<file path="src/rtl/i2s_sample_packer.sv">
// i2s_sample_packer: buffers strobed audio samples in a FIFO and streams them out MSB-first as bytes.
// Optional macro PACKER_HEADER_EN prefixes every sample with a {4'hA, seq[3:0]} header byte.
module i2s_sample_packer #(
    parameter int DATA_SIZE  = 24,
    parameter int FIFO_DEPTH = 16
) (
    input  logic                        clk,
    input  logic                        rst_n,
    input  logic [DATA_SIZE-1:0]        audio_data,
    input  logic                        ready,
    output logic [7:0]                  out_data,
    output logic                        out_valid,
    input  logic                        out_ready,
    output logic                        out_last,
    output logic [$clog2(FIFO_DEPTH):0] fifo_count,
    output logic                        overflow,
    input  logic                        clear_ovf
);
    localparam int OUT_BYTES = (DATA_SIZE + 7) / 8;
    localparam int DW        = OUT_BYTES * 8;
    localparam int PAD       = DW - DATA_SIZE;
    localparam int AW        = $clog2(FIFO_DEPTH);
    localparam int CW        = AW + 1;
`ifdef PACKER_HEADER_EN
    localparam int HDR_BYTES = 1;
`else
    localparam int HDR_BYTES = 0;
`endif
    localparam int TOTAL_BYTES = OUT_BYTES + HDR_BYTES;
    localparam int SRW         = TOTAL_BYTES * 8;
    localparam int IW          = $clog2(TOTAL_BYTES) + 1;
    localparam logic [IW-1:0] LAST_IDX   = IW'(TOTAL_BYTES - 1);
    localparam logic [CW-1:0] FULL_COUNT = CW'(FIFO_DEPTH);

    typedef enum logic {IDLE, SEND} state_t;

    state_t               state_q, state_d;
    logic                 ready_q, ready_d;
    logic [AW-1:0]        wr_ptr_q, wr_ptr_d;
    logic [AW-1:0]        rd_ptr_q, rd_ptr_d;
    logic [CW-1:0]        count_q, count_d;
    logic                 overflow_q, overflow_d;
    logic [SRW-1:0]       sr_q, sr_d;
    logic [IW-1:0]        byte_idx_q, byte_idx_d;
    logic [DATA_SIZE-1:0] mem_q [FIFO_DEPTH];

    logic          wr_en, full, do_write, drop, pop, is_last;
    logic [DW-1:0] head_ext;
    logic [SRW-1:0] load_val;

`ifdef PACKER_HEADER_EN
    logic [3:0] seq_q, seq_d;

    always_comb begin
        seq_d = pop ? seq_q + 4'd1 : seq_q;
    end

    always_ff @(posedge clk) begin
        if (!rst_n) seq_q <= 4'd0;
        else        seq_q <= seq_d;
    end
`endif

    // The head entry is left-justified so the sample MSB leaves first; header sits above it.
    always_comb begin
        head_ext = DW'(mem_q[rd_ptr_q]) << PAD;
`ifdef PACKER_HEADER_EN
        load_val = {4'hA, seq_q, head_ext};
`else
        load_val = head_ext;
`endif
    end

    always_comb begin
        state_d    = state_q;
        sr_d       = sr_q;
        byte_idx_d = byte_idx_q;
        pop        = 1'b0;
        out_valid  = 1'b0;
        out_data   = 8'h00;
        out_last   = 1'b0;
        is_last    = (byte_idx_q == LAST_IDX);
        case (state_q)
            IDLE: begin
                if (count_q != '0) begin
                    pop        = 1'b1;
                    sr_d       = load_val;
                    byte_idx_d = '0;
                    state_d    = SEND;
                end
            end
            SEND: begin
                out_valid = 1'b1;
                out_data  = sr_q[SRW-1 -: 8];
                out_last  = is_last;
                if (out_ready) begin
                    if (is_last) begin
                        if (count_q != '0) begin
                            pop        = 1'b1;
                            sr_d       = load_val;
                            byte_idx_d = '0;
                        end else begin
                            state_d = IDLE;
                        end
                    end else begin
                        sr_d       = sr_q << 8;
                        byte_idx_d = byte_idx_q + 1'b1;
                    end
                end
            end
            default: state_d = IDLE;
        endcase
    end

    // A pop in the same cycle frees a slot, so a write to a full FIFO only drops without one.
    always_comb begin
        ready_d    = ready;
        wr_en      = ready && !ready_q;
        full       = (count_q == FULL_COUNT);
        do_write   = wr_en && (!full || pop);
        drop       = wr_en && full && !pop;
        wr_ptr_d   = do_write ? wr_ptr_q + 1'b1 : wr_ptr_q;
        rd_ptr_d   = pop ? rd_ptr_q + 1'b1 : rd_ptr_q;
        count_d    = count_q + CW'(do_write) - CW'(pop);
        overflow_d = drop ? 1'b1 : (clear_ovf ? 1'b0 : overflow_q);
    end

    always_ff @(posedge clk) begin
        if (!rst_n) begin
            state_q    <= IDLE;
            ready_q    <= 1'b0;
            wr_ptr_q   <= '0;
            rd_ptr_q   <= '0;
            count_q    <= '0;
            overflow_q <= 1'b0;
            sr_q       <= '0;
            byte_idx_q <= '0;
        end else begin
            state_q    <= state_d;
            ready_q    <= ready_d;
            wr_ptr_q   <= wr_ptr_d;
            rd_ptr_q   <= rd_ptr_d;
            count_q    <= count_d;
            overflow_q <= overflow_d;
            sr_q       <= sr_d;
            byte_idx_q <= byte_idx_d;
        end
    end

    always_ff @(posedge clk) begin
        if (do_write) mem_q[wr_ptr_q] <= audio_data;
    end

    assign fifo_count = count_q;
    assign overflow   = overflow_q;

endmodule

</file>
<file path="config.mk">
export PLATFORM = sky130hd
export DESIGN_NAME = i2s_sample_packer
export DESIGN_NICKNAME = d
export VERILOG_FILES = /design/src/rtl/i2s_sample_packer.sv
export SDC_FILE = /design/constraint.sdc
export NUM_CORES = 1
export LEC_CHECK = 0
export ABC_AREA = 1
export CAP_MARGIN = 25
export CORE_ASPECT_RATIO = 1.25
export CORE_MARGIN = 4
export CORE_UTILIZATION = 46
export CTS_BUF_LIST = sky130_fd_sc_hd__clkbuf_8
export DETAILED_ROUTE_END_ITERATION = 12
export PLACE_DENSITY = 0.59
export RECOVER_POWER = 100
export SYNTH_ARGS = -nofsm -noshare
export SYNTH_HDL_FRONTEND = slang
export SYNTH_SLANG_ARGS = --single-unit
</file>
<file path="constraint.sdc">
create_clock -name clk -period 3.2 [get_ports clk]
set_clock_uncertainty 0.15 [all_clocks]
set_input_delay 0.64 -clock clk [delete_from_list [all_inputs] [get_ports clk]]
set_output_delay 0.64 -clock clk [all_outputs]
set_load 0.05 [all_outputs]
</file>
# Word-level counts from Yosys, hierarchy flattened

Memory sizes are Yosys's and may differ from the RTL's. A register that Yosys moved wholly into a read port is not among the register bits.
Cells that the tools add are included.

Output and inout port bits: 16
Memory bits (writable): 384
Input port bits: 29
Bits in latches: 0
Word-level logic and storage cells: 52
Memories kept: 1
ROM bits: 0
Register bits after elaboration: 43

Reduce and logical (&&, ||, !) cells: 10
Div/mod/pow operators: 0
$add $sub $neg: 5
Bitwise logic cells: 1
Muxes and demuxes: 24
Multipliers: 0
Eq/ne operators: 3
Magnitude comparators: 0
Shift-type cells: 0

Memories:

| memory | words | width | rd ports | clocked after memory_dff | wr ports | line | RTL |
|---|---|---|---|---|---|---|---|
| mem_q  | 16    | 24    | 1        | 1                        | 1        | 45   | `logic [DATA_SIZE-1:0] mem_q [FIFO_DEPTH];` |

Operators by type and width:

| cell                                           | count |
|---|---|
| two-way mux 24 bit                             | 3 |
| case mux 24 bit (2 select lines)               | 1 |
| two-way mux 1 bit                              | 11 |
| two-way mux 3 bit                              | 3 |
| adder 4 x 1 -> 4 bit (second input constant)   | 2 |
| two-way mux 4 bit                              | 2 |
| two-way mux 8 bit                              | 1 |
| case mux 3 bit (2 select lines)                | 1 |
| adder 5 x 1 -> 5 bit                           | 1 |
| == test 5 bit (second input constant)          | 1 |
| nonzero test 5 bit                             | 1 |
| subtractor 5 x 1 -> 5 bit                      | 1 |
| logical AND 1 bit                              | 4 |
| case mux 1 bit (2 select lines)                | 2 |
| adder 3 x 1 -> 3 bit (second input constant)   | 1 |
| == test 3 x 2 -> 1 bit (second input constant) | 1 |
| zero test 1 bit                                | 3 |
| != test 2 bit (second input constant)          | 1 |
| nonzero test 2 bit                             | 1 |
| logical OR 1 bit                               | 1 |
| inverter 1 bit                                 | 1 |

# Logic depth before layout (Yosys ltp)

Gate-level depths: netlist of run 1.

Depth after elaboration: 9
Gate-level depth with buffers: 15
Depth with buffers taken out: 15

# Least setup slack after synthesis of run 1

Ideal clock, no wire load.

Path type: reg-to-reg
Start: reg count_q[2], in the netlist fifo_count[2]
End: mem mem_q[11][0], enable pin
Stages on the path, launching flop included: 10
Buffers on the path: 0
Clock period less this slack: 3.131 ns
Path slack: 0.069 ns
Arrival time: 2.576 ns
Cells stage by stage: dfxtp_1 > inv_1 > ha_1 > nand2_1 > nor2_1 > nand2_4 > nand2_8 > inv_4 > nand3_1 > nor2_1

Cells in the longest elaborated chain, start to end: 9
Elaborated cells on any way between the ends: 11

RTL lines:

| what                                      | line   | RTL |
|---|---|---|
| start: declaration                        | 41     | `logic [CW-1:0] count_q, count_d;` |
| start signal: assignment                  | 143    | `count_q <= count_d;` |
| nonzero test 5 bit                        | 85, 98 |  |
| two-way mux 1 bit                         | 85, 98 |  |
| two-way mux 1 bit                         | 97     | `if (is_last) begin` |
| two-way mux 1 bit                         | 96     | `if (out_ready) begin` |
| case mux 1 bit (2 select lines)           | 83     | `case (state_q)` |
| logical OR 1 bit *                        | 120    | `do_write = wr_en && (!full \|\| pop);` |
| logical AND 1 bit *                       | 120    |  |
| two-way mux 1 bit *                       | 151    | `if (do_write) mem_q[wr_ptr_q] <= audio_data;` |
| two-way mux 1 bit (implied by the code) * | 151    |  |
| end: declaration                          | 45     |  |

Every way passes the cells marked *; elsewhere a longest branch is shown, timed or not.

# Worst setup path after layout of run 1

Start: in out_ready
End: mem mem_q[1][20], enable pin

Cells in the longest elaborated chain, start to end: 6

RTL lines:

| what                                    | line | RTL |
|---|---|---|
| start: declaration                      | 13   | `input logic out_ready,` |
| two-way mux 1 bit                       | 96   |  |
| case mux 1 bit (2 select lines)         | 83   |  |
| logical OR 1 bit                        | 120  |  |
| logical AND 1 bit                       | 120  |  |
| two-way mux 1 bit                       | 151  |  |
| two-way mux 1 bit (implied by the code) | 151  |  |

No other way between the ends.

==> flow_summary.yaml, run 1 <==
clock_tree:
  cts-htree-levels: 3
  clkLatencyLatePin_ns: 0.61
  cts_num_sinks: 431
  holdBufCountCts: 0
  clockBufferDepth: 3
  postCtsResizedCells: 0
  tritoncts.num_buffers: 67
  cts.clk_slew.worst_paths_ns: 0.06
  root_buffer: "clkbuf_8"
  clock_tree_from_tritoncts: "yes"
  total_setup_buffers_inserted_after_cts: 0
timing:
  fin_tns_setup_ns: 0
  rsz0062_at_grt: "false"
  worst_pin_slew_ns: 1.34
  layout_worst_path_cycle_share_pct: 94.7
  finalWorstPathRequiredPeriod_ns: 3.03
  clock.fmax_ghz: 0.330
  hold_viol: 0
  final-setup-viol-count: 0
  worst_slew_margin_rel_pct: 10.6
  timing.final.max_slew_violations: 0
  postLayoutSetupSlackWorst_ns: 0.168
route:
  dr.pass1.iters: 5
  drc: 0
  vias: 12400
  drtIter0Drc: 932
  wl_per_cell_um: 19.1
  ant_nets: 0
  detail_route.vias_per_cell: 5.18
  route.final.wire_length_mm: 45.6
placement:
  io_buffer_count: 44
  place_congestion: 0.866
  post-place-cells: 2273
  place_ws_ns: -0.0419
  dp.final_hpwl_mm: 27.6
yosys:
  dominantRegCellSynth: "edfxtp_1"
  synth_adder_area_share_pct: 0.989
  synth_nets: 1814
  syn_area_sq_mm: 0.0185
  yosysUniqueCellTypes: 31
  yosys-mux-area-fraction_pct: 0
  synth_simple_gate_area_share_pct: 19.3
  synth.top_cell.area_share_pct: 62.4
  synth_top_family_by_area: "simple AND/OR/NAND/NOR gates"
  synth-seq-cells: 431
  async_flop_share_pct: 0
  post_synth_main_area_contributors: "edfxtp_1 62%, nand2_1 10%, nand3_1 6.2%"
  synth.largest_area_cell: "edfxtp_1"
  syn_inst: 1771
  synth_compound_gate_area_share_pct: 4.40
  synth-warning-count: 0
  number_of_flops_mapped_to_enable_cells_by_yosys: 384
  synth_sequential_area_ratio_pct: 67.5
  syn_avg_cell_area_sq_um: 10.4
  yosys.area_share.xor_xnor_pct: 0.190
floorplanning:
  die_width_um: 187
  ioPinCount: 45
  die-area_sq_mm: 0.0434
  floorplan.initialDensity_pct: 46.9
  core-area_sq_mm: 0.0394
  row_count: 81
  die-height_um: 232
status:
  outcome: "finished, final reports clean"
hold_path:
  hp-start: "sr_q[5]"
  class_of_the_most_critical_hold_timing_path: "flop to flop"
  min_to: "sr_q[5]"
  min_delay_path_depth: 2
layout:
  num_antenna_cells: 0
  area_growth_syn_to_layout_pct: 11.9
  final_layout_size_suffix_gt1_share_pct: 8.40
  final_cell_count_no_fill: 2391
  final.fill_count: 3514
  finish.net_count: 1887
setup_path:
  worst-r2r-setup-slack_ns: 0.30
  arrival_ns: 3.10
  worst_setup_sp_type: "input port"
  timing.reg2reg.worst_path_depth: 12
  r2r-start: "byte_idx_q[0]"
  cp-startpoint: "out_ready"
  crit_type: "input port to flop"
  regToRegEndpoint: "mem_q[1][20]"
  maximum_net_fanout_on_the_critical_path: 15
  worstPathRequired_ns: 3.27
  cp-end-kind: "flop"
global_route:
  grt_overflow: 0
  antenna_found_initial: 0
  grt_start_max_net_pins: 73
  global_route.usage.total_pct: 21.1
  grt_pass1_vias: 12200
  wire_length_of_the_first_global_routing_pass_mm: 70.4
power:
  total_leakage_power_nw: 8.29
  power_density_mw_per_mm2: 724
  peakVddDrop_mv: 0.476
job:
  drv.max_cap_violation_count: 0
-- cells by family after synthesis --
family                     after synthesis
and+or+nand+nor                        855
DFF                                    431
buffers and inverters                  319
AOI/OAI and AO/OA                      148
adders and majority gates               14
xor gates and xnor gates                 4
-- cells in the final DEF (no fill, tap or decap), types with 2 or more instances in the layout --
| cell | n |
|---|---|
| xnor2_1 | 2 |
| a31oi_1 | 3 |
| nor2_1 | 90 |
| clkinv_2 | 12 |
| o21ai_1 | 5 |
| dfxtp_2 | 2 |
| nand3_1 | 229 |
| o211ai_1 | 24 |
| o21ai_0 | 77 |
| ha_1 | 13 |
| clkbuf_8 | 71 |
| edfxtp_1 | 384 |
| clkinv_1 | 17 |
| clkinvlp_4 | 5 |
| a21oi_1 | 37 |
| xor2_1 | 2 |
| nor2_4 | 15 |
| inv_1 | 233 |
| clkbuf_4 | 7 |
| inv_4 | 2 |
| dlygate4sd3_1 | 42 |
| dfxtp_1 | 44 |
| inv_2 | 3 |
| clkbuf_1 | 12 |
| nand2_1 | 516 |
| buf_2 | 2 |
| buf_4 | 18 |
| buf_12 | 6 |
| clkdlybuf4s50_1 | 2 |
| nand2_8 | 2 |
| clkbuf_2 | 8 |
-- area by class of cell --
cell class | instances | area (sq um) | share of cell area, %
clock buffer | 71 | 977 | 4.73
clock inverter | 47 | 214 | 1.04
inverter | 226 | 855 | 4.13
multi-input combinational | 1021 | 4680 | 22.6
sequential | 431 | 12500 | 60.4
tap | 498 | 623 | 3.01
timing repair buffer | 97 | 843 | 4.08
-- power by group --
| group | switching [W] | internal (W) | total [W] |
|---|---|---|---|
| clock network | 0.00210 | 0.00206 | 0.00416 |
| registers | 0.000136 | 0.00638 | 0.00652 |
| logic | 0.00302 | 0.00127 | 0.00429 |
-- worst max-delay path by stage --
stage | slack, ns | endpoint | depth (start not counted)
floorplan | 0.07 | mem_q[11][0] | 9
global placement | -0.07 | fifo_count[4] | 13
detailed placement | -0.04 | fifo_count[4] | 13
CTS | 0.17 | out_last | 5
global route | 0.07 | out_last | 5
finish | 0.17 | mem_q[1][20] | 10
-- stage by stage --
stage               hold WS (ns)  utilization [%]  instance area (sq um)  power (W)
finish                     0.315             52.4                  20700     0.0150
CTS                        0.316             53.1                  20900     0.0152
floorplan                  0.295                -                  18500    0.00964
global placement           0.304             50.1                  19700     0.0110
detailed placement         0.307             50.1                  19700     0.0110
global route               0.337             52.4                  20700     0.0158
-- registers in the layout, indices dropped and copies added, names as in the netlist, named ones only --
signal	flops
state_q	1
fifo_count	5
byte_idx_q	3
rd_ptr_q	4
wr_ptr_q	4
sr_q	24
overflow	1
mem_q	384
ready_q	1
-- worst max-delay path: stages --
cell,delay (ns)
dlygate4sd3_1,0.56
or2_0,0.30
nand2_8,0.08
nand2_1,0.16
nand2_8,0.06
clkbuf_1,0.25
inv_4,0.15
nand2_1,0.24
nor2_4,0.18
clkbuf_2,0.46
-- synthesized netlist by cell type, types with 2 or more instances --
cell      number
inv_1        221
nand2_8        2
a31oi_1        3
nand2_2        2
edfxtp_1     384
nor2_4         2
o211ai_1      24
ha_1          13
nand3_1      229
a21oi_1       37
inv_4          2
o21ai_1        6
nand2_4        2
xnor2_1        2
xor2_1         2
clkbuf_1      24
nor2_1       103
inv_2          3
buf_1         11
o21ai_0       76
dfxtp_1       47
buf_6         15
nand2_1      513
buf_4          9
buf_2         33
-- routing by layer --
metal	GRT usage [%]	up-vias	share of wire (%)
met4	9.39	0	3.7
met5	0	-	0
met1	26.5	5878	41
met2	35.8	388	49
met3	4.08	97	5.9
li1	-	6012	-
Note: power is estimated with default switching activity, not from simulation.
==> run 2: changes to the inputs <==
DONT_BUFFER_PORTS = 1   (was not set)
PLACE_DENSITY = 0.58   (was 0.59)
==> flow_summary.yaml, run 2 (synthesis gave the netlist of run 1 again) <==
route:
  drc: 0
  route.final.wire_length_mm: 46.8
  ant_nets: 0
  wl_per_cell_um: 19.7
  dr.pass1.iters: 6
  detail_route.vias_per_cell: 5.25
  drtIter0Drc: 1201
  vias: 12500
setup_path:
  cp-end-kind: "flop"
  regToRegEndpoint: "mem_q[11][4]"
  worst-r2r-setup-slack_ns: 0.36
  crit_type: "flop to flop"
  cp-startpoint: "byte_idx_q[0]"
  critical_path.cell_chain: "inv_1 > ha_1 > nand2_1 > nand2_1 > nand2_8 > nand2_1 > nand2_8 > clkinvlp_2 > nand3_1 > nor2_4 > clkbuf_1"
  r2r-start: "byte_idx_q[0]"
  critical_path.max_stage_delay_ns: 0.64
  critPathCapture: "mem_q[11][4]"
  timing.reg2reg.worst_path_depth: 11
  worst_setup_sp_type: "flop"
  arrival_ns: 2.92
  cell_type_with_the_highest_occurrence_count_on_the_critical_path: "nand2_1"
  timing.critical_path.slowest_stage_cell: "clkbuf_1"
  worstPathRequired_ns: 3.28
  maximum_net_fanout_on_the_critical_path: 12
clock_tree:
  root_buffer: "clkbuf_8"
  cts-htree-levels: 3
  clockBufferDepth: 3
  cts.clk_slew.worst_paths_ns: 0.06
  tritoncts.num_buffers: 70
  total_setup_buffers_inserted_after_cts: 0
  clkLatencyLatePin_ns: 0.63
  holdBufCountCts: 28
  postCtsResizedCells: 0
  clock_tree_from_tritoncts: "yes"
  cts_num_sinks: 431
timing:
  final-setup-viol-count: 0
  worst_slew_margin_rel_pct: 33.7
  layout_worst_path_cycle_share_pct: 88.6
  worst_pin_slew_ns: 0.994
  fin_tns_setup_ns: 0
  hold_viol: 0
  clock.fmax_ghz: 0.353
  postLayoutSetupSlackWorst_ns: 0.365
  finalWorstPathRequiredPeriod_ns: 2.84
  rsz0062_at_grt: "false"
  timing.final.max_slew_violations: 0
layout:
  largest-register: "mem_q"
  postLayoutCoreUtil_pct: 52.3
  finish.net_count: 1871
  multi_input_area_sq_mm: 0.00465
  area_growth_syn_to_layout_pct: 11.7
  most_frequent_standard_cell_in_the_layout_excluding_fill_and_tap_cells: "nand2_1"
  number_of_flip_flops_in_the_largest_register: 384
  final.fill_count: 3476
  final_layout_size_suffix_gt1_share_pct: 8.14
  mostFrequentLayoutCells: "515 x nand2_1, 384 x edfxtp_1, 244 x inv_1"
  seqCellArea_sq_mm: 0.0125
job:
  drv.max_cap_violation_count: 0
hold_path:
  class_of_the_most_critical_hold_timing_path: "input port to flop"
  hp-start: "rst_n"
power:
  peakVddDrop_mv: 0.434
  power_density_mw_per_mm2: 736
  total_power_w: 0.0152
  total_leakage_power_nw: 8.30
floorplanning:
  core-area_sq_mm: 0.0394
  die-height_um: 232
  floorplan.initialDensity_pct: 46.9
  die_width_um: 187
  row_count: 81
  die-area_sq_mm: 0.0434
  ioPinCount: 45
global_route:
  wire_length_of_the_first_global_routing_pass_mm: 71.6
  antenna_found_initial: 1
  grt_pass1_vias: 12100
  grt_start_max_net_pins: 108
  global_route.usage.total_pct: 21.6
  grt_overflow: 0
status:
  outcome: "finished, final reports clean"
placement:
  io_buffer_count: 0
  place_congestion: 0.812
  place_ws_ns: 0.343
  dp.final_hpwl_mm: 27.6
[run 2: cell types whose count changed in the layout (fill, tap and decap cells not counted), moves of 3 or more]
cell           delta
dlygate4sd3_1    -14
inv_1            +11
clkbuf_4          -7
clkinv_2          -5
nor2_4            -5
buf_12            +4
clkbuf_2          +4
clkbuf_8          +4
clkinv_1          -4
clkinvlp_4        -3
nor2_1            +3
[run 2: worst min-delay path by stage]
stage,cells past startpoint,slack (ns),to
6_report,2,0.05,wr_ptr_q[1]
5_1_grt,2,0.03,wr_ptr_q[1]
4_1_cts,2,0.003,wr_ptr_q[1]
3_5_place_dp,2,0.31,sr_q[5]
3_3_place_gp,2,0.30,sr_q[5]
2_1_floorplan,2,0.30,sr_q[0]
[run 2: through the flow]
stage | cells | hold slack, ns | cell area, sq um
detailed placement | 2225 | 0.307 | 19200
global route | 2378 | 0.0279 | 20600
finish | 2378 | 0.0513 | 20600
floorplan | 1771 | 0.295 | 18500
global placement | 2225 | 0.305 | 19200
CTS | 2376 | 0.00297 | 20700
[run 2: area by class of cell]
cell class,count,share of cell area (%)
diodes,1,0.0121
clock buffers,75,5.00
clock inverters,48,1.23
inverters,226,4.14
multi-input cells,1021,22.6
flip-flops and latches,431,60.5
well taps,498,3.02
repair buffers,78,3.54
[run 2: power breakdown]
group | internal [W] | switching [W]
clock | 0.00232 | 0.00215
combinational | 0.00119 | 0.00297
sequential | 0.00638 | 0.000157
total | 0.00989 | 0.00528
[run 2: worst max-delay path, delay by kind of cell, from the launching register on]
kind / cells / cell delay [ns]
buffers and inverters: 3 / 0.92
and+or+nand+nor: 7 / 0.92
adders and majority gates: 1 / 0.15
DFF: 1 / 0.31
[run 2: per-layer routing]
layer | vias to the layer above | share of wire, % | track usage [%]
met5 | - | 0 | 0
met2 | 457 | 47 | 35.0
met4 | 0 | 3.8 | 8.88
li1 | 5981 | - | -
met1 | 5934 | 42 | 29.2
met3 | 106 | 7.6 | 3.56
==> run 3: changes to the inputs <==
PLACE_DENSITY = not set   (was 0.58)
PLACE_DENSITY_LB_ADDON = 0.2   (was not set)
==> flow_summary.yaml, run 3 (synthesis gave the netlist of run 1 again) <==
global_route:
  busiest_layer: "met2"
  gr-usage-met2_pct: 36.8
  wire_length_of_the_first_global_routing_pass_mm: 71.5
  globalRouteMet1Util_pct: 27.6
  grt_overflow: 0
  antenna_found_initial: 7
  grt_pass1_vias: 11800
  grt_start_max_net_pins: 149
  global_route.usage.total_pct: 21.6
  grtUsageMet3_pct: 4.47
layout:
  most_frequent_standard_cell_in_the_layout_excluding_fill_and_tap_cells: "nand2_1"
  final_cell_count_no_fill: 2381
  mostFrequentLayoutCells: "516 x nand2_1, 384 x edfxtp_1, 251 x inv_1"
  number_of_flip_flops_in_the_largest_register: 384
  final_layout_size_suffix_gt1_share_pct: 7.40
  finish.net_count: 1875
  largest-register: "mem_q"
  area_growth_syn_to_layout_pct: 11.2
power:
  peakVddDrop_mv: 0.469
  sw_frac_of_total_pct: 35.1
  power_report.internal_total_w: 0.00980
  total_power_w: 0.0151
  power_frac_comb_pct: 28.2
  power_frac_seq_pct: 43.2
  total_leakage_power_nw: 8.26
  clkPwrFrac_pct: 28.6
  p_sw_w: 0.00530
  power_density_mw_per_mm2: 735
route:
  vias: 12500
  dr.pass1.iters: 5
  route.final.wire_length_mm: 47.2
  detail_route.vias_per_cell: 5.24
  wl_per_cell_um: 19.8
  ant_nets: 0
  drc: 0
  drtIter0Drc: 1028
setup_path:
  worst-r2r-setup-slack_ns: 0.36
  regToRegEndpoint: "mem_q[10][19]"
  cp-end-kind: "flop"
  worst_setup_sp_type: "flop"
  worstPathRequired_ns: 3.29
  timing.reg2reg.worst_path_depth: 11
  crit_type: "flop to flop"
  arrival_ns: 2.93
  maximum_net_fanout_on_the_critical_path: 11
  r2r-start: "byte_idx_q[0]"
placement:
  dp.final_hpwl_mm: 27.8
  post-place-cells: 2231
  place_ws_ns: 0.393
  io_buffer_count: 0
  place_congestion: 0.806
clock_tree:
  cts_num_sinks: 431
  cts-htree-levels: 3
  cts.clk_slew.worst_paths_ns: 0.06
  clkLatencyLatePin_ns: 0.65
  postCtsResizedCells: 0
  tritoncts.num_buffers: 70
  root_buffer: "clkbuf_8"
  clock_tree_from_tritoncts: "yes"
  total_setup_buffers_inserted_after_cts: 0
  clockBufferDepth: 3
status:
  outcome: "finished, final reports clean"
timing:
  postLayoutSetupSlackWorst_ns: 0.357
  layout_worst_path_cycle_share_pct: 88.8
  clock.fmax_ghz: 0.352
  final-setup-viol-count: 0
  finalWorstPathRequiredPeriod_ns: 2.84
  hold_viol: 0
  worst_slew_margin_rel_pct: 7.37
  fin_tns_setup_ns: 0
  rsz0062_at_grt: "false"
  timing.final.max_slew_violations: 0
  worst_pin_slew_ns: 1.39
floorplanning:
  row_count: 81
  die_width_um: 187
  floorplan.initialDensity_pct: 46.9
  core-area_sq_mm: 0.0394
  die-area_sq_mm: 0.0434
  die-height_um: 232
  ioPinCount: 45
hold_path:
  hp-start: "rst_n"
  class_of_the_most_critical_hold_timing_path: "input port to flop"
  min_delay_path_depth: 2
job:
  drv.max_cap_violation_count: 0
[run 3: cell types whose count changed in the layout (fill, tap and decap cells not counted), moves of 3 or more]
cell / delta
inv_1: +7
clkbuf_2: -5
diode_2: +3
clkbuf_1: +9
clkinv_1: -3
buf_4: +3
clkinv_2: -5
[run 3: stage by stage]
stage               instance area (sq um)  utilization [%]  hold WS [ns]
floorplan                           18500                -         0.295
global placement                    19200             48.7         0.305
detailed placement                  19200             48.7         0.306
CTS                                 20700             52.5       0.00931
global route                        20500             52.1        0.0348
finish                              20500             52.1        0.0515
[run 3: routing by layer]
metal  share of wire (%)  vias to the layer above
met3                 6.0                       99
li1                    -                     5989
met4                 3.3                        4
met1                  41                     6008
met5               0.053                        -
met2                  50                      372
[run 3: how the worst max path moves through the flow]
| stage | slack, ns | from | depth (start not counted) | end |
|---|---|---|---|---|
| after floorplan | 0.07 | fifo_count[2] | 9 | mem_q[11][0] |
| after global placement | 0.32 | ready | 11 | fifo_count[4] |
| after detailed placement | 0.39 | ready | 11 | fifo_count[4] |
| after CTS | 0.51 | fifo_count[2] | 14 | fifo_count[4] |
| after global routing | 0.18 | state_q | 6 | byte_idx_q[0] |
| final | 0.36 | byte_idx_q[0] | 11 | mem_q[10][19] |
[run 3: repair_timing]
action / in CTS / in global routing
hold endpoints to repair: 410 / 0
hold buffers: 27 / 0
endpoints found under the setup margin: 0 / 0
[run 3: power by group through the flow]
stage | combinational [W] | clock [W] | sequential, W
after floorplan | 0.00295 | 0 | 0.00669
after global placement | 0.00419 | 0 | 0.00663
after detailed placement | 0.00423 | 0 | 0.00664
after CTS | 0.00437 | 0.00441 | 0.00653
after global routing | 0.00472 | 0.00467 | 0.00655
final | 0.00425 | 0.00432 | 0.00653
[run 3: final cells by class]
type	count	area, sq um
Multi-Input combinational cell	1021	4640
Timing Repair Buffer	82	703
Clock buffer	74	1020
Inverter	226	853
Clock inverter	45	211
Fill cell	3556	18900
Sequential cell	431	12500
Antenna cell	4	10.0
Tap cell	498	623
[run 3: critical path, cell delays in order (launching register included)]
cell,delay [ns]
dfxtp_1,0.31
inv_1,0.08
ha_1,0.16
nand2_1,0.07
nand2_1,0.17
nand2_8,0.07
nand2_1,0.16
nand2_8,0.09
clkinvlp_2,0.17
nand2_1,0.19
nor2_1,0.19
clkbuf_1,0.67
